<file path="config.mk">
export PLATFORM = sky130hd
export DESIGN_NAME = bp_me_cache_dma_to_mem
export DESIGN_NICKNAME = d
export VERILOG_FILES = /design/src/rtl/bp_me_pkg.sv /design/src/rtl/bsg_cache_pkg.sv /design/src/rtl/bsg_counter_clear_up.sv /design/src/rtl/bp_me_cache_dma_to_mem.sv
export SDC_FILE = /design/constraint.sdc
export NUM_CORES = 1
export LEC_CHECK = 0
export CORE_AREA = 8 8 476 478
export DETAILED_ROUTE_END_ITERATION = 12
export DIE_AREA = 0 0 484 486
export GPL_TIMING_DRIVEN = 1
export PLACE_DENSITY = 0.33
export SKIP_CTS_REPAIR_TIMING = 1
export SLEW_MARGIN = 20
export SYNTH_ARGS = -nofsm -noshare
export SYNTH_HDL_FRONTEND = slang
export SYNTH_SLANG_ARGS = --single-unit
</file>
<file path="constraint.sdc">
create_clock -name clk_i -period 11.5 [get_ports clk_i]
set_clock_uncertainty 0.2 [all_clocks]
set_input_delay 2.3 -clock clk_i [delete_from_list [all_inputs] [get_ports clk_i]]
set_output_delay 2.3 -clock clk_i [all_outputs]
set_load 0.02 [all_outputs]
</file>
<file path="src/rtl/bp_me_pkg.sv">
// rtl/bp_me_pkg.sv - shared types for the cache DMA to memory bridge
package bp_me_pkg;

    typedef enum logic [2:0] {
        IDLE       = 3'd0,
        WR_COLLECT = 3'd1,
        WR_SEND    = 3'd2,
        WR_ACK     = 3'd3,
        RD_SEND    = 3'd4,
        RD_WAIT    = 3'd5,
        RD_STREAM  = 3'd6
    } bp_me_dma_state_e;

endpackage

</file>
<file path="src/rtl/bsg_cache_pkg.sv">
// rtl/bsg_cache_pkg.sv - L2 cache DMA packet format
package bsg_cache_pkg;

    // Widest physical address carried by a DMA packet; narrower users zero-extend.
    localparam int bsg_cache_dma_addr_width_gp = 64;

    typedef struct packed {
        logic                                   write_not_read;
        logic [bsg_cache_dma_addr_width_gp-1:0] addr;
    } bsg_cache_dma_pkt_s;

endpackage

</file>
<file path="src/rtl/bsg_counter_clear_up.sv">
// rtl/bsg_counter_clear_up.sv - up counter with synchronous clear
module bsg_counter_clear_up #(
    parameter int width_p = 3
) (
    input  logic               clk_i,
    input  logic               reset_n_i,
    input  logic               clear_i,
    input  logic               up_i,
    output logic [width_p-1:0] count_o
);

    // Clear has priority over increment so the last word wraps cleanly to zero.
    always_ff @(posedge clk_i or negedge reset_n_i) begin
        if (!reset_n_i) begin
            count_o <= '0;
        end else if (clear_i) begin
            count_o <= '0;
        end else if (up_i) begin
            count_o <= count_o + width_p'(1);
        end
    end

endmodule

</file>
<file path="src/rtl/bp_me_cache_dma_to_mem.sv">
// rtl/bp_me_cache_dma_to_mem.sv - L2 cache DMA port to block memory request/response bridge
// Optional: BP_ME_DMA_WRITE_ACK_EN makes a write wait for one memory response beat.
module bp_me_cache_dma_to_mem
    import bp_me_pkg::*;
    import bsg_cache_pkg::*;
#(
    parameter int paddr_width_p         = 40,
    parameter int dword_width_p         = 64,
    parameter int block_size_in_words_p = 8
) (
    input  logic                                           clk_i,
    input  logic                                           reset_n_i,

    input  logic [paddr_width_p:0]                         dma_pkt_i,
    input  logic                                           dma_pkt_v_i,
    output logic                                           dma_pkt_yumi_o,

    input  logic [dword_width_p-1:0]                       dma_data_i,
    input  logic                                           dma_data_v_i,
    output logic                                           dma_data_yumi_o,

    output logic [dword_width_p-1:0]                       dma_data_o,
    output logic                                           dma_data_v_o,
    input  logic                                           dma_data_ready_i,

    output logic                                           mem_req_v_o,
    input  logic                                           mem_req_ready_i,
    output logic                                           mem_req_w_o,
    output logic [paddr_width_p-1:0]                       mem_req_addr_o,
    output logic [dword_width_p*block_size_in_words_p-1:0] mem_req_data_o,

    input  logic                                           mem_resp_v_i,
    input  logic [dword_width_p*block_size_in_words_p-1:0] mem_resp_data_i,
    output logic                                           mem_resp_yumi_o
);

    localparam int block_width_lp    = dword_width_p * block_size_in_words_p;
    localparam int lg_words_lp       = (block_size_in_words_p > 1) ? $clog2(block_size_in_words_p) : 1;
    localparam int lg_block_bytes_lp = $clog2((dword_width_p / 8) * block_size_in_words_p);
    localparam logic [paddr_width_p-1:0] offset_mask_lp = paddr_width_p'((64'd1 << lg_block_bytes_lp) - 64'd1);

    bp_me_dma_state_e          state_r, state_n;
    bsg_cache_dma_pkt_s        pkt_li;
    logic [paddr_width_p-1:0]  addr_r;
    logic [block_width_lp-1:0] buffer_r;
    logic [lg_words_lp-1:0]    cnt;
    logic                      cnt_adv;
    logic                      last_word;
    logic                      unused_addr_hi;

    assign pkt_li = '{write_not_read: dma_pkt_i[paddr_width_p],
                      addr:           bsg_cache_dma_addr_width_gp'(dma_pkt_i[paddr_width_p-1:0])};
    assign unused_addr_hi = ^pkt_li.addr[bsg_cache_dma_addr_width_gp-1:paddr_width_p];

    assign last_word      = (cnt == lg_words_lp'(block_size_in_words_p - 1));
    assign mem_req_addr_o = addr_r;
    assign mem_req_data_o = buffer_r;
    assign dma_data_o     = buffer_r[int'(cnt)*dword_width_p +: dword_width_p];

    bsg_counter_clear_up #(
        .width_p (lg_words_lp)
    ) word_counter (
        .clk_i     (clk_i),
        .reset_n_i (reset_n_i),
        .clear_i   (cnt_adv & last_word),
        .up_i      (cnt_adv & ~last_word),
        .count_o   (cnt)
    );

    // State register; reset drops any in-flight transaction.
    always_ff @(posedge clk_i or negedge reset_n_i) begin
        if (!reset_n_i) begin
            state_r <= IDLE;
        end else begin
            state_r <= state_n;
        end
    end

    // Next-state and handshake outputs.
    always_comb begin
        state_n         = state_r;
        dma_pkt_yumi_o  = 1'b0;
        dma_data_yumi_o = 1'b0;
        dma_data_v_o    = 1'b0;
        mem_req_v_o     = 1'b0;
        mem_req_w_o     = 1'b0;
        mem_resp_yumi_o = 1'b0;
        cnt_adv         = 1'b0;
        case (state_r)
            IDLE: begin
                // Gated by reset so nothing is accepted while held in reset.
                if (dma_pkt_v_i && reset_n_i) begin
                    dma_pkt_yumi_o = 1'b1;
                    state_n        = pkt_li.write_not_read ? WR_COLLECT : RD_SEND;
                end
            end
            WR_COLLECT: begin
                dma_data_yumi_o = dma_data_v_i;
                cnt_adv         = dma_data_v_i;
                if (dma_data_v_i && last_word) begin
                    state_n = WR_SEND;
                end
            end
            WR_SEND: begin
                mem_req_v_o = 1'b1;
                mem_req_w_o = 1'b1;
                if (mem_req_ready_i) begin
`ifdef BP_ME_DMA_WRITE_ACK_EN
                    state_n = WR_ACK;
`else
                    state_n = IDLE;
`endif
                end
            end
            WR_ACK: begin
`ifdef BP_ME_DMA_WRITE_ACK_EN
                mem_resp_yumi_o = mem_resp_v_i;
                if (mem_resp_v_i) begin
                    state_n = IDLE;
                end
`else
                state_n = IDLE;
`endif
            end
            RD_SEND: begin
                mem_req_v_o = 1'b1;
                if (mem_req_ready_i) begin
                    state_n = RD_WAIT;
                end
            end
            RD_WAIT: begin
                mem_resp_yumi_o = mem_resp_v_i;
                if (mem_resp_v_i) begin
                    state_n = RD_STREAM;
                end
            end
            RD_STREAM: begin
                dma_data_v_o = 1'b1;
                cnt_adv      = dma_data_ready_i;
                if (dma_data_ready_i && last_word) begin
                    state_n = IDLE;
                end
            end
            default: state_n = IDLE;
        endcase
    end

    // Block-aligned address captured when a packet is accepted.
    always_ff @(posedge clk_i or negedge reset_n_i) begin
        if (!reset_n_i) begin
            addr_r <= '0;
        end else if (dma_pkt_yumi_o) begin
            addr_r <= pkt_li.addr[paddr_width_p-1:0] & ~offset_mask_lp;
        end
    end

    // Block buffer: filled word by word on writes, all at once on reads; not reset.
    always_ff @(posedge clk_i) begin
        if (state_r == WR_COLLECT && dma_data_v_i) begin
            buffer_r[int'(cnt)*dword_width_p +: dword_width_p] <= dma_data_i;
        end else if (state_r == RD_WAIT && mem_resp_v_i) begin
            buffer_r <= mem_resp_data_i;
        end
    end

endmodule

</file>
==> summary.md <==
| Metric | Value |
|---|---|
| Outcome | `completed` |
| Worst-path clk slew | `about 0.050 ns` |
| Vias in the first global route | `between 20000 and 30000` |
| Initial core utilization | `between 10 and 15%` |
| Rows | `~170` |
| Crit Path Max Fanout | `33` |
| Max Root-Sink Buffers | `3` |
| CTS H-tree lvls | `3` |
| Cells after Synth | `2240` |
| EDFF count, synth | `512` |
| GP Congestion | `around 0.85` |
| Fin crit share | `63.83%` |
| I/O pins | `approximately 1200` |
| Total die area | `roughly 240000 um2` |
| Clock Sinks | `~550` |
| DIE WIDTH | `484 um` |
| # port buffers | `approximately 1200` |
| Placed inst area | `between 40000 and 50000 um2` |
| Post-synth cell types | `42` |
| Gr ovfl total | `0` |
| Avg Cell Area, Syn | `11.91 um2` |
| P&R area growth vs syn | `68.30%` |
| Final hold vios | `0` |
| Static leakage | `roughly 16 nW` |
| Min Tclk post-route | `roughly 7.3 ns` |
| Post-DP HPWL | `between 150 and 200 mm` |
| Initial antenna violation count | `85` |
| DR DRC count | `0` |
| Worst slew pin tran | `roughly 1.3 ns` |
| Dpl cells | `~6200` |
| Relative slew slack | `between 10 and 15%` |
| Clk_lat worst skew | `between 0.7 and 0.8 ns` |
| Synth async-reset ratio | `7.246%` |
| Worst IR Drop VDD | `around 0.00014 V` |
| Synth Flop Type | `edfxtp_1` |
| Post-DRT Antenna Nets | `0` |
| Clock Tree Root | `clkbuf_16` |
| Synthesized area | `26670 um2` |
| Worst slack at placement | `about 4 ns` |
| Die Span Y | `486 um` |
| Share of layout cells above drive strength 1 | `11.58%` |
| Critical Path Sink Type | `output pin` |
| Internal power | `roughly 5.7 mW` |
| Fmax | `about 140 MHz` |
| DR vias | `25162` |
| Seq cells post-synth | `between 500 and 600` |
| # setup viols final | `0` |
| Comb power frac | `around 44%` |
| Seq/Total Area, Yosys | `about three fifths` |
| Cts bufs inserted | `81` |
| Cell Count, Final, Fillers Out | `6387` |
| Slack of the critical path | `~4.2 ns` |
| Drt wl/cell | `between 30 and 40 um` |
| Drt pass-1 iters | `7` |
| Largest net degree at the start of global routing | `131` |
| CP Data Required Time | `9.00 ns` |
| Worst min-delay path class | `register to register` |
| CTS tree | `built` |
| Reported max-cap violation count | `0` |
| Critical Path AT | `4.84 ns` |
| Sequential power share | `29.7%` |
| Final net count | `about 4000` |
| Final WL | `roughly 220 mm` |
| Setup CP Type | `input port to output pin` |
| RSZ-0062 raised after global routing | `false` |
| Total track usage | `approximately 18%` |
| Core area | `roughly 220000 um2` |
| Clk pwr share | `around 26%` |
| First-pass GRT wire length | `about 280 mm` |
| Power density cells | `approximately 220 nW/um2` |
| Switch Pwr | `between 4 and 5 mW` |
| DR iter-0 viols | `roughly 1600` |
| Post-route setup TNS | `0 ns` |
| Via-to-Cell Ratio | `approximately 3.9` |
| Max Slew Vio Count | `0` |
| Fin area | `44890 um2` |
| Synth warn | `0` |
| Switching Fraction | `41.61%` |
| Startpoint class of the critical path | `input port` |
==> flip-flops by register name, summed over array words and instances, names as in the netlist <==
register              flops
mem_req_data_o          512
state_r                   3
mem_req_addr_o           34
word_counter.count_o      3
==> power groups by stage <==
stage / logic [mW] / clock network (mW) / registers, mW
2_1_floorplan: 1.88 / 0 / 3.09
3_3_place_gp: 4.49 / 0 / 2.96
3_5_place_dp: 4.48 / 0 / 2.96
4_1_cts: 4.49 / 2.65 / 2.93
5_1_grt: 4.62 / 2.69 / 2.95
6_report: 4.35 / 2.55 / 2.92
==> metal layers <==
layer | vias to the layer above | global-route usage [%] | part of all wire [%]
li1 | 10569 | - | -
met1 | 12960 | 20.86 | 40
met2 | 1277 | 31.14 | 49
met3 | 286 | 6.517 | 8.9
met4 | 70 | 4.446 | 2.4
met5 | - | 0 | 0.19
==> worst max-delay path, stage by stage <==
cell and delay (ns):
clkdlybuf4s50_1 0.53, nand4bb_4 0.64, inv_6 0.59, clkdlybuf4s50_1 0.71
==> kinds of logic (layout without fill, tap and decap cells) <==
kind of cell	Yosys count	in the layout	synth area share, %
and+or+nand+nor	807	807	12.14
DFF	552	552	61.39
AOI/OAI and AO/OA	529	529	10.30
buffers and inverters	178	1431	3.424
muxes	165	165	12.36
adders and majority gates	7	7	0.3283
other	1	24	0.01406
xor gates and xnor gates	1	1	0.03284
==> layout by cell type (no fill, tap or decap), types with 4 or more instances in the layout <==
master and n:
dfrtp_1 37, nor2_1 5, ha_1 7, mux2_2 27, o21ai_2 20, inv_1 4, o21ai_4 4, diode_2 18
clkdlybuf4s50_1 1232, buf_4 42, clkinv_1 6, o21ai_0 313, o21ai_1 181, clkbuf_16 82, mux4_2 128, edfxtp_1 512
clkbuf_1 22, mux2_1 8, nand2_2 40, nand2b_1 5, conb_1 6, clkinv_2 14, clkinvlp_4 6, nand2_1 735
clkbuf_8 4, bufinv_16 4
==> synthesized netlist by cell type (all sizes together) (5+ instances only) <==
| cell | n | area (um2) |
|---|---|---|
| nor2 | 6 | 30.03 |
| clkbuf | 91 | 341.6 |
| mux2 | 35 | 394.1 |
| a21o | 5 | 37.54 |
| mux4 | 128 | 2883 |
| inv | 6 | 22.52 |
| nand2 | 777 | 3017 |
| nand2b | 6 | 37.54 |
| buf | 81 | 549.3 |
| o21ai | 518 | 2668 |
| dfrtp | 40 | 1001 |
| edfxtp | 512 | 15370 |
| ha | 7 | 87.58 |
==> stage by stage <==
stage | power (mW) | hold WS, ns | utilization [%]
3_5_place_dp | 7.439 | 0.2738 | 19.32
3_3_place_gp | 7.457 | 0.2705 | 19.32
4_1_cts | 10.06 | 0.2864 | 20.51
6_report | 9.818 | 0.2821 | 20.53
2_1_floorplan | 4.975 | 0.4095 | -
5_1_grt | 10.26 | 0.2900 | 20.52
==> layout make-up <==
class,instances,area (um2)
diodes,18,45.04
repair buffers,1277,12690
clock buffers,108,2190
clock inverters,40,405.4
fillers,23963,173800
well taps,2871,3592
multi-input cells,1515,9550
inverters,6,30.03
flip-flops and latches,552,16390
==> path summary, 6_finish.rpt <==
path | from | to | slack (ns) | cells after the start
worst max-delay path | dma_data_v_i | dma_data_yumi_o | 4.16 | 4
worst min-delay path | mem_req_addr_o[35] | mem_req_addr_o[35] | 0.28 | 1
worst max register to register | word_counter.count_o[1] | mem_req_data_o[278] | 6.11 | 8
worst min register to register | mem_req_addr_o[35] | mem_req_addr_o[35] | 0.28 | 1
max in group asynchronous | reset_n_i | word_counter.count_o[2] | 9.11 | 2
min in group asynchronous | reset_n_i | mem_req_addr_o[20] | 1.50 | 2
(Power assumes the default switching activity.)
